**src/rtl/pacman_mover_pkg.sv**
```systemverilog
`default_nettype none
// ============================================================================
// Module   : pacman_mover_pkg
// Brief    : Shared tile width, heading encoding and mover FSM state encoding.
// Revision : 1.0 - initial release
// ============================================================================
package pacman_mover_pkg;

    localparam int TILE_W = 5;

    typedef enum logic [1:0] {
        DIR_UP    = 2'd0,
        DIR_LEFT  = 2'd1,
        DIR_DOWN  = 2'd2,
        DIR_RIGHT = 2'd3
    } dir_t;

    typedef enum logic [2:0] {
        S_IDLE   = 3'd0,
        S_Q_WANT = 3'd1,
        S_E_WANT = 3'd2,
        S_Q_CUR  = 3'd3,
        S_E_CUR  = 3'd4
    } state_t;

    // Joystick decode: up > left > down > right; no request keeps the old heading.
    function automatic dir_t joy_pick(input logic [3:0] joy, input dir_t hold);
        dir_t d;
        d = hold;
        if (joy[0])      d = DIR_UP;
        else if (joy[1]) d = DIR_LEFT;
        else if (joy[2]) d = DIR_DOWN;
        else if (joy[3]) d = DIR_RIGHT;
        return d;
    endfunction

endpackage
`default_nettype wire

```
**src/rtl/pacman_step_calc.sv**
```systemverilog
`default_nettype none
// ============================================================================
// Module   : pacman_step_calc
// Brief    : Neighbour tile of (x, y) in heading dir, plus its border-legal flag.
// Revision : 1.0 - initial release
// ============================================================================
module pacman_step_calc
    import pacman_mover_pkg::*;
#(
    parameter int BORDER_X_MIN = 1,
    parameter int BORDER_X_MAX = 28,
    parameter int BORDER_Y_MIN = 1,
    parameter int BORDER_Y_MAX = 28
) (
    input  logic [TILE_W-1:0] x,
    input  logic [TILE_W-1:0] y,
    input  dir_t              dir,
    output logic [TILE_W-1:0] nx,
    output logic [TILE_W-1:0] ny,
    output logic              legal
);

    localparam logic [TILE_W-1:0] c_one   = TILE_W'(1);
    localparam logic [TILE_W-1:0] c_x_min = TILE_W'(BORDER_X_MIN);
    localparam logic [TILE_W-1:0] c_x_max = TILE_W'(BORDER_X_MAX);
    localparam logic [TILE_W-1:0] c_y_min = TILE_W'(BORDER_Y_MIN);
    localparam logic [TILE_W-1:0] c_y_max = TILE_W'(BORDER_Y_MAX);

    // Modulo arithmetic: 0-1 wraps to 31, which the border test rejects.
    always_comb begin
        nx = x;
        ny = y;
        case (dir)
            DIR_UP:    ny = y - c_one;
            DIR_LEFT:  nx = x - c_one;
            DIR_DOWN:  ny = y + c_one;
            DIR_RIGHT: nx = x + c_one;
            default:   nx = x;
        endcase
        legal = (nx > c_x_min) && (nx < c_x_max) && (ny > c_y_min) && (ny < c_y_max);
    end

endmodule
`default_nettype wire

```
**src/rtl/pacman_mover.sv**
```systemverilog
`default_nettype none
// ============================================================================
// Module   : pacman_mover
// Brief    : Tile-based Pacman movement: periodic step attempts in the wanted
//            heading with fallback to the current heading, checked against the map.
// Revision : 1.0 - initial release
// ============================================================================
module pacman_mover
    import pacman_mover_pkg::*;
#(
    parameter int BORDER_X_MIN = 1,
    parameter int BORDER_X_MAX = 28,
    parameter int BORDER_Y_MIN = 1,
    parameter int BORDER_Y_MAX = 28,
    parameter int STEP_PERIOD  = 14,
    parameter int START_X      = 2,
    parameter int START_Y      = 2,
    parameter int START_DIR    = 3
) (
    input  logic              clk,
    input  logic              reset,
    input  logic              ce,
    input  logic [3:0]        joy,
    input  logic              query_wall,
    output logic [TILE_W-1:0] query_x,
    output logic [TILE_W-1:0] query_y,
    output logic [TILE_W-1:0] xpos,
    output logic [TILE_W-1:0] ypos,
    output logic [1:0]        direction,
    output logic              moving,
    output logic              step
);

    localparam logic [3:0]        c_period    = 4'(STEP_PERIOD);
    localparam logic [TILE_W-1:0] c_start_x   = TILE_W'(START_X);
    localparam logic [TILE_W-1:0] c_start_y   = TILE_W'(START_Y);
    localparam dir_t              c_start_dir = dir_t'(2'(START_DIR));

    logic [3:0]        r_cnt;
    logic              w_tick;
    state_t            r_state;
    dir_t              r_want;
    dir_t              r_dir;
    dir_t              r_qdir;
    logic              r_qlegal;
    logic [TILE_W-1:0] r_qx, r_qy, r_x, r_y;
    logic              r_moving, r_step;
    dir_t              w_calc_dir;
    logic [TILE_W-1:0] w_nx, w_ny;
    logic              w_legal;

    assign w_tick = ce && (r_cnt >= c_period);

    always_ff @(posedge clk or posedge reset) begin
        if (reset)   r_cnt <= 4'd0;
        else if (ce) r_cnt <= w_tick ? 4'd0 : r_cnt + 4'd1;
    end

    always_ff @(posedge clk or posedge reset) begin
        if (reset) r_want <= c_start_dir;
        else       r_want <= joy_pick(joy, r_want);
    end

    // One calculator serves both phases: wanted heading from IDLE, current heading from E_WANT.
    assign w_calc_dir = (r_state == S_E_WANT) ? r_dir : r_want;

    pacman_step_calc #(
        .BORDER_X_MIN (BORDER_X_MIN),
        .BORDER_X_MAX (BORDER_X_MAX),
        .BORDER_Y_MIN (BORDER_Y_MIN),
        .BORDER_Y_MAX (BORDER_Y_MAX)
    ) u_calc (
        .x     (r_x),
        .y     (r_y),
        .dir   (w_calc_dir),
        .nx    (w_nx),
        .ny    (w_ny),
        .legal (w_legal)
    );

    always_ff @(posedge clk or posedge reset) begin
        if (reset) begin
            r_state  <= S_IDLE;
            r_x      <= c_start_x;
            r_y      <= c_start_y;
            r_dir    <= c_start_dir;
            r_qdir   <= c_start_dir;
            r_qlegal <= 1'b0;
            r_qx     <= '0;
            r_qy     <= '0;
            r_moving <= 1'b0;
            r_step   <= 1'b0;
        end else begin
            r_step <= 1'b0;
            case (r_state)
                S_IDLE: begin
                    if (w_tick) begin
                        r_qx     <= w_nx;
                        r_qy     <= w_ny;
                        r_qlegal <= w_legal;
                        r_qdir   <= r_want;
                        r_state  <= S_Q_WANT;
                    end
                end
                S_Q_WANT: r_state <= S_E_WANT;
                S_E_WANT: begin
                    if (!query_wall && r_qlegal) begin
                        r_x      <= r_qx;
                        r_y      <= r_qy;
                        r_dir    <= r_qdir;
                        r_moving <= 1'b1;
                        r_step   <= 1'b1;
                        r_state  <= S_IDLE;
                    end else begin
                        r_qx     <= w_nx;
                        r_qy     <= w_ny;
                        r_qlegal <= w_legal;
                        r_state  <= S_Q_CUR;
                    end
                end
                S_Q_CUR: r_state <= S_E_CUR;
                S_E_CUR: begin
                    if (!query_wall && r_qlegal) begin
                        r_x      <= r_qx;
                        r_y      <= r_qy;
                        r_moving <= 1'b1;
                        r_step   <= 1'b1;
                    end else begin
                        r_moving <= 1'b0;
                    end
                    r_state <= S_IDLE;
                end
                default: r_state <= S_IDLE;
            endcase
        end
    end

    assign query_x   = r_qx;
    assign query_y   = r_qy;
    assign xpos      = r_x;
    assign ypos      = r_y;
    assign direction = r_dir;
    assign moving    = r_moving;
    assign step      = r_step;

endmodule
`default_nettype wire
```
**config.mk**
```make
export PLATFORM = sky130hd
export DESIGN_NAME = pacman_mover
export DESIGN_NICKNAME = d
export VERILOG_FILES = /design/src/rtl/pacman_mover_pkg.sv /design/src/rtl/pacman_step_calc.sv /design/src/rtl/pacman_mover.sv
export SDC_FILE = /design/constraint.sdc
export NUM_CORES = 1
export LEC_CHECK = 0
export BUFFER_PORTS_ARGS = -buffer_cell sky130_fd_sc_hd__buf_2
export CAP_MARGIN = 20
export CORE_MARGIN = 1
export CORE_UTILIZATION = 45
export CTS_CLUSTER_DIAMETER = 100
export CTS_CLUSTER_SIZE = 25
export DETAILED_ROUTE_END_ITERATION = 10
export PLACE_DENSITY = 0.64
export SYNTH_ARGS = -nofsm -noshare
export SYNTH_HDL_FRONTEND = slang
export SYNTH_HIERARCHICAL = 1
export SYNTH_SLANG_ARGS = --single-unit
```
**constraint.sdc**
```tcl
create_clock -name clk -period 3.8 [get_ports clk]
set_clock_uncertainty 0.1 [all_clocks]
set_input_delay 0.38 -clock clk [delete_from_list [all_inputs] [get_ports clk]]
set_output_delay 0.38 -clock clk [all_outputs]
set_load 0.005 [all_outputs]
```
# Word-level counts from Yosys, hierarchy flattened
# Index checks and enable logic that the tools add are counted.
dict set report word_totals {
  regBits 36
  out_inout_bits 24
  input_bits 8
}
dict set report op_classes {
  addsub 5
  reduce_logical 17
  eq_ne 10
  mux 24
  n_lt_le_gt_ge 5
}
# cell n
set ops {}
lappend ops {{5-bit one-hot mux with 2 select lines} 4}
lappend ops {{5-bit two-way mux} 4}
lappend ops {{2-bit two-way mux} 6}
lappend ops {{3-bit one-hot mux with 4 select lines} 1}
lappend ops {{5-bit by 1-bit adder with 5-bit output, second input constant} 2}
lappend ops {{5-bit by 1-bit > comparator with 1-bit output, second input constant} 2}
lappend ops {{5-bit less-than comparator, second input constant} 2}
lappend ops {{5-bit by 1-bit subtractor with 5-bit output, second input constant} 2}
lappend ops {{2-bit AND reduction} 4}
lappend ops {{3-bit by 2-bit equality test with 1-bit output, second input constant} 2}
lappend ops {{1-bit logical AND} 5}
lappend ops {{1-bit two-way mux} 5}
lappend ops {{4-bit by 1-bit adder with 4-bit output, second input constant} 1}
lappend ops {{2-bit equality test, second input constant} 2}
lappend ops {{4-bit >= comparator, second input constant} 1}
lappend ops {{4-bit two-way mux} 1}
lappend ops {{2-bit != test, second input constant} 2}
lappend ops {{1-bit one-hot mux with 2 select lines} 2}
lappend ops {{2-bit nonzero test} 2}
lappend ops {{4-bit nonzero test} 1}
lappend ops {{3-bit by 1-bit equality test with 1-bit output, second input constant} 1}
lappend ops {{3-bit equality test, second input constant} 1}
lappend ops {{3-bit zero test} 1}
lappend ops {{3-bit two-way mux} 1}
lappend ops {{6 further kinds} 6}

# Depth between registers and ports, before layout
dict set report logic_depth {
  ltp_word 10
  ltp_mapped 13
  mapped_depth_nobuf 12
}

# By module
# The synthesis kept the hierarchy.
# module area_per_inst_um2 cells_per_inst seq_area_each_um2 n_inst
set by_module_without_submodules {}
lappend by_module_without_submodules {pacman_mover 1526.5 105 910.9 1}
lappend by_module_without_submodules {pacman_step_calc 611.8 83 0.0 1}

# Worst setup path after synthesis
# No wires, ideal clock.
dict set report synth_path {
  path_kind {flip-flop to flip-flop}
  startpoint {register r_state[0]}
  endpoint {register r_qlegal}
  path_stages_with_launch 13
  t_arrival_ns 3.047
  n_path_buf 1
  t_required_ns 3.572
  slack_ns 0.526
  setup_ns 0.128
  path_cell_list {dfrtp_1 > nor3b_2 > mux2_2 > buf_2 > nand2b_2 > inv_2 > fa_1 > nor2b_1 > o22a_1 > mux2i_1 > nand2_1 > o2111a_1 > mux2_1}
}
dict set report synth_between {
  elab_cells_between_ends 23
  cone_classes {order compare (4); eq/ne (6); mux (6); reduce/logical (7)}
}
# element line_no
set synth_rtl {}
lappend synth_rtl {{from (decl)} pacman_mover.sv:41} ;# state_t r_state;
lappend synth_rtl {{from (signal assigned)} pacman_mover.sv:83} ;# r_state <= S_IDLE;
lappend synth_rtl {{from (signal assigned)} pacman_mover.sv:102} ;# r_state <= S_Q_WANT;
lappend synth_rtl {{from (signal assigned)} pacman_mover.sv:105} ;# S_Q_WANT: r_state <= S_E_WANT;
lappend synth_rtl {{3-bit by 2-bit equality test with 1-bit output *} pacman_mover.sv:65} ;# assign w_calc_dir = (r_state == S_E_WANT) ? r_dir : r_want;
lappend synth_rtl {{2-bit two-way mux *} pacman_mover.sv:65}
lappend synth_rtl {{net w_calc_dir[1]} pacman_mover.sv:48} ;# dir_t w_calc_dir;
lappend synth_rtl {{2-bit equality test or 2-bit zero test (tied branches)} pacman_step_calc.sv:33} ;# case (dir)
lappend synth_rtl {{5-bit one-hot mux with 2 select lines *} pacman_step_calc.sv:33}
lappend synth_rtl {{net w_ny[4]} pacman_mover.sv:49} ;# logic [TILE_W-1:0] w_nx, w_ny;
lappend synth_rtl {{5-bit by 1-bit > comparator with 1-bit output} pacman_step_calc.sv:40} ;# legal = (nx > c_x_min) && (nx < c_x_max) && (ny > c_y_min) && (ny < c_y_max);
lappend synth_rtl {{1-bit logical AND} pacman_step_calc.sv:40}
lappend synth_rtl {{1-bit logical AND *} pacman_step_calc.sv:40}
lappend synth_rtl {{net w_legal} pacman_mover.sv:50} ;# logic w_legal;
lappend synth_rtl {{1-bit two-way mux (on tied branches)} {pacman_mover.sv:107, pacman_mover.sv:97}}
lappend synth_rtl {{1-bit one-hot mux with 2 select lines *} pacman_mover.sv:95} ;# case (r_state)
lappend synth_rtl {{to (signal assigned)} pacman_mover.sv:100} ;# r_qlegal <= w_legal;
lappend synth_rtl {{to (signal assigned)} pacman_mover.sv:117} ;# r_qlegal <= w_legal;
lappend synth_rtl {{to (decl)} pacman_mover.sv:45} ;# logic r_qlegal;
# The timed path passes the listed nets; every way through them passes the cells marked *. The select of a mux whose other input is x is not followed.
# A chain may end at the register's enable or synchronous reset.

# Worst setup path after layout
dict set report layout_path {
  startpoint {register r_state[0]}
  endpoint {register r_qlegal}
}
dict set report layout_between {
  elab_chain_len 10
  elab_cells_between_ends 23
  cone_classes {order compare (4); eq/ne (6); mux (6); reduce/logical (7)}
}
# element line_no
set layout_lines {}
lappend layout_lines {{3-bit by 2-bit equality test with 1-bit output *} pacman_mover.sv:65}
lappend layout_lines {{2-bit two-way mux *} pacman_mover.sv:65}
lappend layout_lines {{net w_calc_dir[0]} pacman_mover.sv:48}
lappend layout_lines {{2-bit equality test or 2-bit by 1-bit equality test with 1-bit output (tied branches)} pacman_step_calc.sv:33}
lappend layout_lines {{5-bit one-hot mux with 2 select lines} pacman_step_calc.sv:33}
lappend layout_lines {{5-bit by 1-bit > comparator with 1-bit output or 5-bit less-than comparator (tied branches)} pacman_step_calc.sv:40}
lappend layout_lines {{1-bit logical AND (2 in series)} pacman_step_calc.sv:40}
lappend layout_lines {{1-bit logical AND *} pacman_step_calc.sv:40}
lappend layout_lines {{net w_legal} pacman_mover.sv:50}
lappend layout_lines {{1-bit two-way mux (on tied branches)} {pacman_mover.sv:107, pacman_mover.sv:97}}
lappend layout_lines {{1-bit one-hot mux with 2 select lines *} pacman_mover.sv:95}
# Marked as above.

==> impl_metrics.csv <==
group,metric,value,unit
status,status,"complete, no violations",
floorplanning,floorplan.io_pins,32,
synthesis,synth_largest_area_cell,"dfrtp_1",
sta,period_share,0.931,
sta,rsz0062_at_grt,"no",
critical_path,cp-end-kind,"register",
worst_hold_path,hold_path_class,"input port to async pin",
floorplanning,die_y,70.9,µm
synthesis,synth_top_cells_by_count,"28 x dfrtp_1, 16 x inv_1, 12 x nor2_1",
synthesis,syn_nets,206,
pwr,sequentialPowerShare,0.338,
pwr,p_per_area,893,nW/µm²
critical_path,worstPathCellList,"nor3b_2, mux2_2, nand2b_2, ha_1, or3b_1, a31oi_1, a311oi_1, a211o_1, o2111a_1, mux2_1",
global_routing,grtUsageMet2,0.272,
critical_path,slowest_delay,0.49,ns
synthesis,synth-edff-count,0,
critical_path,r2r_slack,0.26,ns
drt,postRouteAntennaNets,0,
drt,drt_pre_antenna_iters,6,
clock_network,path_clk_slew,0.08,ns
critical_path,critPathLaunchType,"register",
clock_network,htreeDepth,2,
critical_path,crit_family,"simple AND/OR/NAND/NOR gates",
drt,wl_per_cell,14.8,µm
pwr,pwr-share-clk,0.154,
sta,fin_setup_tns,0,ns
clock_network,cts-root-buf,"clkbuf_8",
synthesis,postSynthAreaPerCell,11.4,µm²
global_routing,grt_pass1_wl,6990,µm
final_layout,diodes,0,
synthesis,ys_seq_area_frac,0.426,
pwr,power.total,2.18,mW
synthesis,synth_cell_types,52,
sta,hold_violations,0,
drt,drt-initial-drc-count,83,
clock_network,cts_tree,"built",
synthesis,yosysTopAreaCellShare,0.328,
clock_network,post_cts_buffers,0,
placed_design,dp.cells,267,
pwr,leakage,1.16,nW
synthesis,synth.area.top_cells,"dfrtp_1 33%, dfstp_2 9.8%, mux2_4 5.6%",
critical_path,crit_type,"register to register",
floorplanning,core,4470,µm²
pwr,comb_power_share,0.508,
critical_path,crit_arrival,3.61,ns
final_layout,layout.nets,240,
pwr,ir_worst_vdd,401,µV
floorplanning,rows,24,
global_routing,grt_start_max_net_pins,37,
synthesis,synth_flop_cell,"dfrtp_1",
critical_path,startpoint,"r_state[0]",
global_routing,grt_pass1_vias,1441,
drt,drt-total-wl,4070,µm
clock_network,clock_path_buffers,2,
synthesis,yosys.cell_count.top_type,"dfrtp_1",
critical_path,rr_worst_depth,10,
drt,vias_per_cell,5.52,
synthesis,syn_area,2140,µm²
final_layout,syn2layout_area_growth,14.0,%
synthesis,synth-seq-cells,36,
clock_network,clock-sinks,36,
sta,min_period,3.54,ns
final_layout,drive_gt1_frac,0.341,
global_routing,grt_usage,0.179,
pwr,power.switching,0.847,mW
floorplanning,start_util,0.478,
floorplanning,dieArea,5030,µm²
pwr,netSwitchingFraction,0.389,
pwr,intPower,1.33,mW
global_routing,antenna_found_initial,0,
critical_path,cp_max_fo,14,
clock_network,cts_buffers,5,
clock_network,post_cts_resized,0,
synthesis,yosysWarningCount,6,
global_routing,use_met3,0.0456,
drt,via_count,1519,
synthesis,netlist_instances,188,
sta,setup-violations-final,0,
clock_network,holdBufCountCts,0,
final_layout,final_cell_count_no_fill,275,
critical_path,critPathSlowestCell,"mux2_2",
global_routing,grt_overflow,0,
sta,fmax,283,MHz
placed_design,place.port_buffers,31,
sta,worstMarginPinSlew,0.757,ns
final_layout,post-route-util,0.545,
sta,maxSlewViolCount,0,
sta,slew_headroom,0.493,
placed_design,place_congestion,0.819,
critical_path,worst_ep_required_time,3.88,ns
critical_path,reg2reg_from,"r_state[0]",
global_routing,met1_usage,0.255,
floorplanning,chipWidth,70.9,µm
critical_path,crit-reg2reg-capture,"r_qlegal",
flow_run,cap_violations,0,
drt,drc,0,
synthesis,async_reset_ff_frac,1.00,
placed_design,post-dp-hpwl,2930,µm
critical_path,crit_buf_inv,0,
global_routing,busiest_layer,"met2",
clock_network,worstSkewPairLatency,0.29,ns
==> logic make-up after synthesis <==
logic type      count (synthesis)  share of synthesized area
simple gates                   53                      0.146
flops                          36                      0.426
mux                            31                      0.175
compound gates                 27                      0.106
buf+inv                        24                     0.0532
fa+ha+maj                      10                     0.0655
xor+xnor                        7                     0.0287
==> per-stage QoR <==
step	hold WS (ns)	setup WS, ns	area (µm²)
2_1_floorplan	0.309	0.526	2140
3_3_place_gp	0.397	0.369	2330
3_5_place_dp	0.399	0.280	2330
4_1_cts	0.0886	0.269	2440
5_1_grt	0.109	0.0811	2440
6_report	0.0781	0.264	2440
==> routing by layer <==
layer / share of wire / vias to the layer above
li1: - / 740
met1: 0.48 / 732
met2: 0.47 / 43
met3: 0.042 / 4
met4: 0.0066 / 0
met5: 0 / -
==> placed cells by master (no fill, tap or decap), drive strengths merged, types with 5 or more instances in the layout <==
master	instances
dfrtp	28
buf	33
nand2	8
dfstp	8
nand2b	6
ha	8
inv	18
clkbuf	5
mux2	27
nor2	12
==> flip-flops by register name (all words and copies together), names as in the netlist <==
signal	count
direction	2
moving	1
query_x	5
query_y	5
r_cnt	4
r_qdir	2
r_qlegal	1
r_state	3
r_want	2
step	1
xpos	5
ypos	5
==> how the worst max path moves through the flow <==
stage / to / slack, ns / cells after the start
after floorplan: r_qlegal / 0.53 / 12
after global placement: r_qlegal / 0.37 / 10
after detailed placement: r_qlegal / 0.28 / 10
after CTS: r_qlegal / 0.27 / 10
after global routing: r_qlegal / 0.08 / 10
final: r_qlegal / 0.26 / 10
==> area by class of cell <==
cell class / instances / area [µm²]
tap: 52 / 65.1
fill: 394 / 2040
multi-input combinational: 128 / 1110
timing repair buffer: 33 / 170
clock inverter: 3 / 42.5
inverter: 18 / 67.6
clock buffer: 5 / 68.8
sequential: 36 / 911
==> tightest hold or removal path, delay by kind of cell <==
kind                   cells  cell delay, ns
buffers and inverters      3            0.52
==> power by group through the flow <==
| stage | clock, mW | sequential, mW | combinational (mW) |
|---|---|---|---|
| 2_1_floorplan | 0 | 0.717 | 0.844 |
| 3_3_place_gp | 0 | 0.742 | 1.10 |
| 3_5_place_dp | 0 | 0.744 | 1.11 |
| 4_1_cts | 0.351 | 0.736 | 1.11 |
| 5_1_grt | 0.368 | 0.766 | 1.24 |
| 6_report | 0.336 | 0.736 | 1.11 |
(Power assumes the default switching activity.)
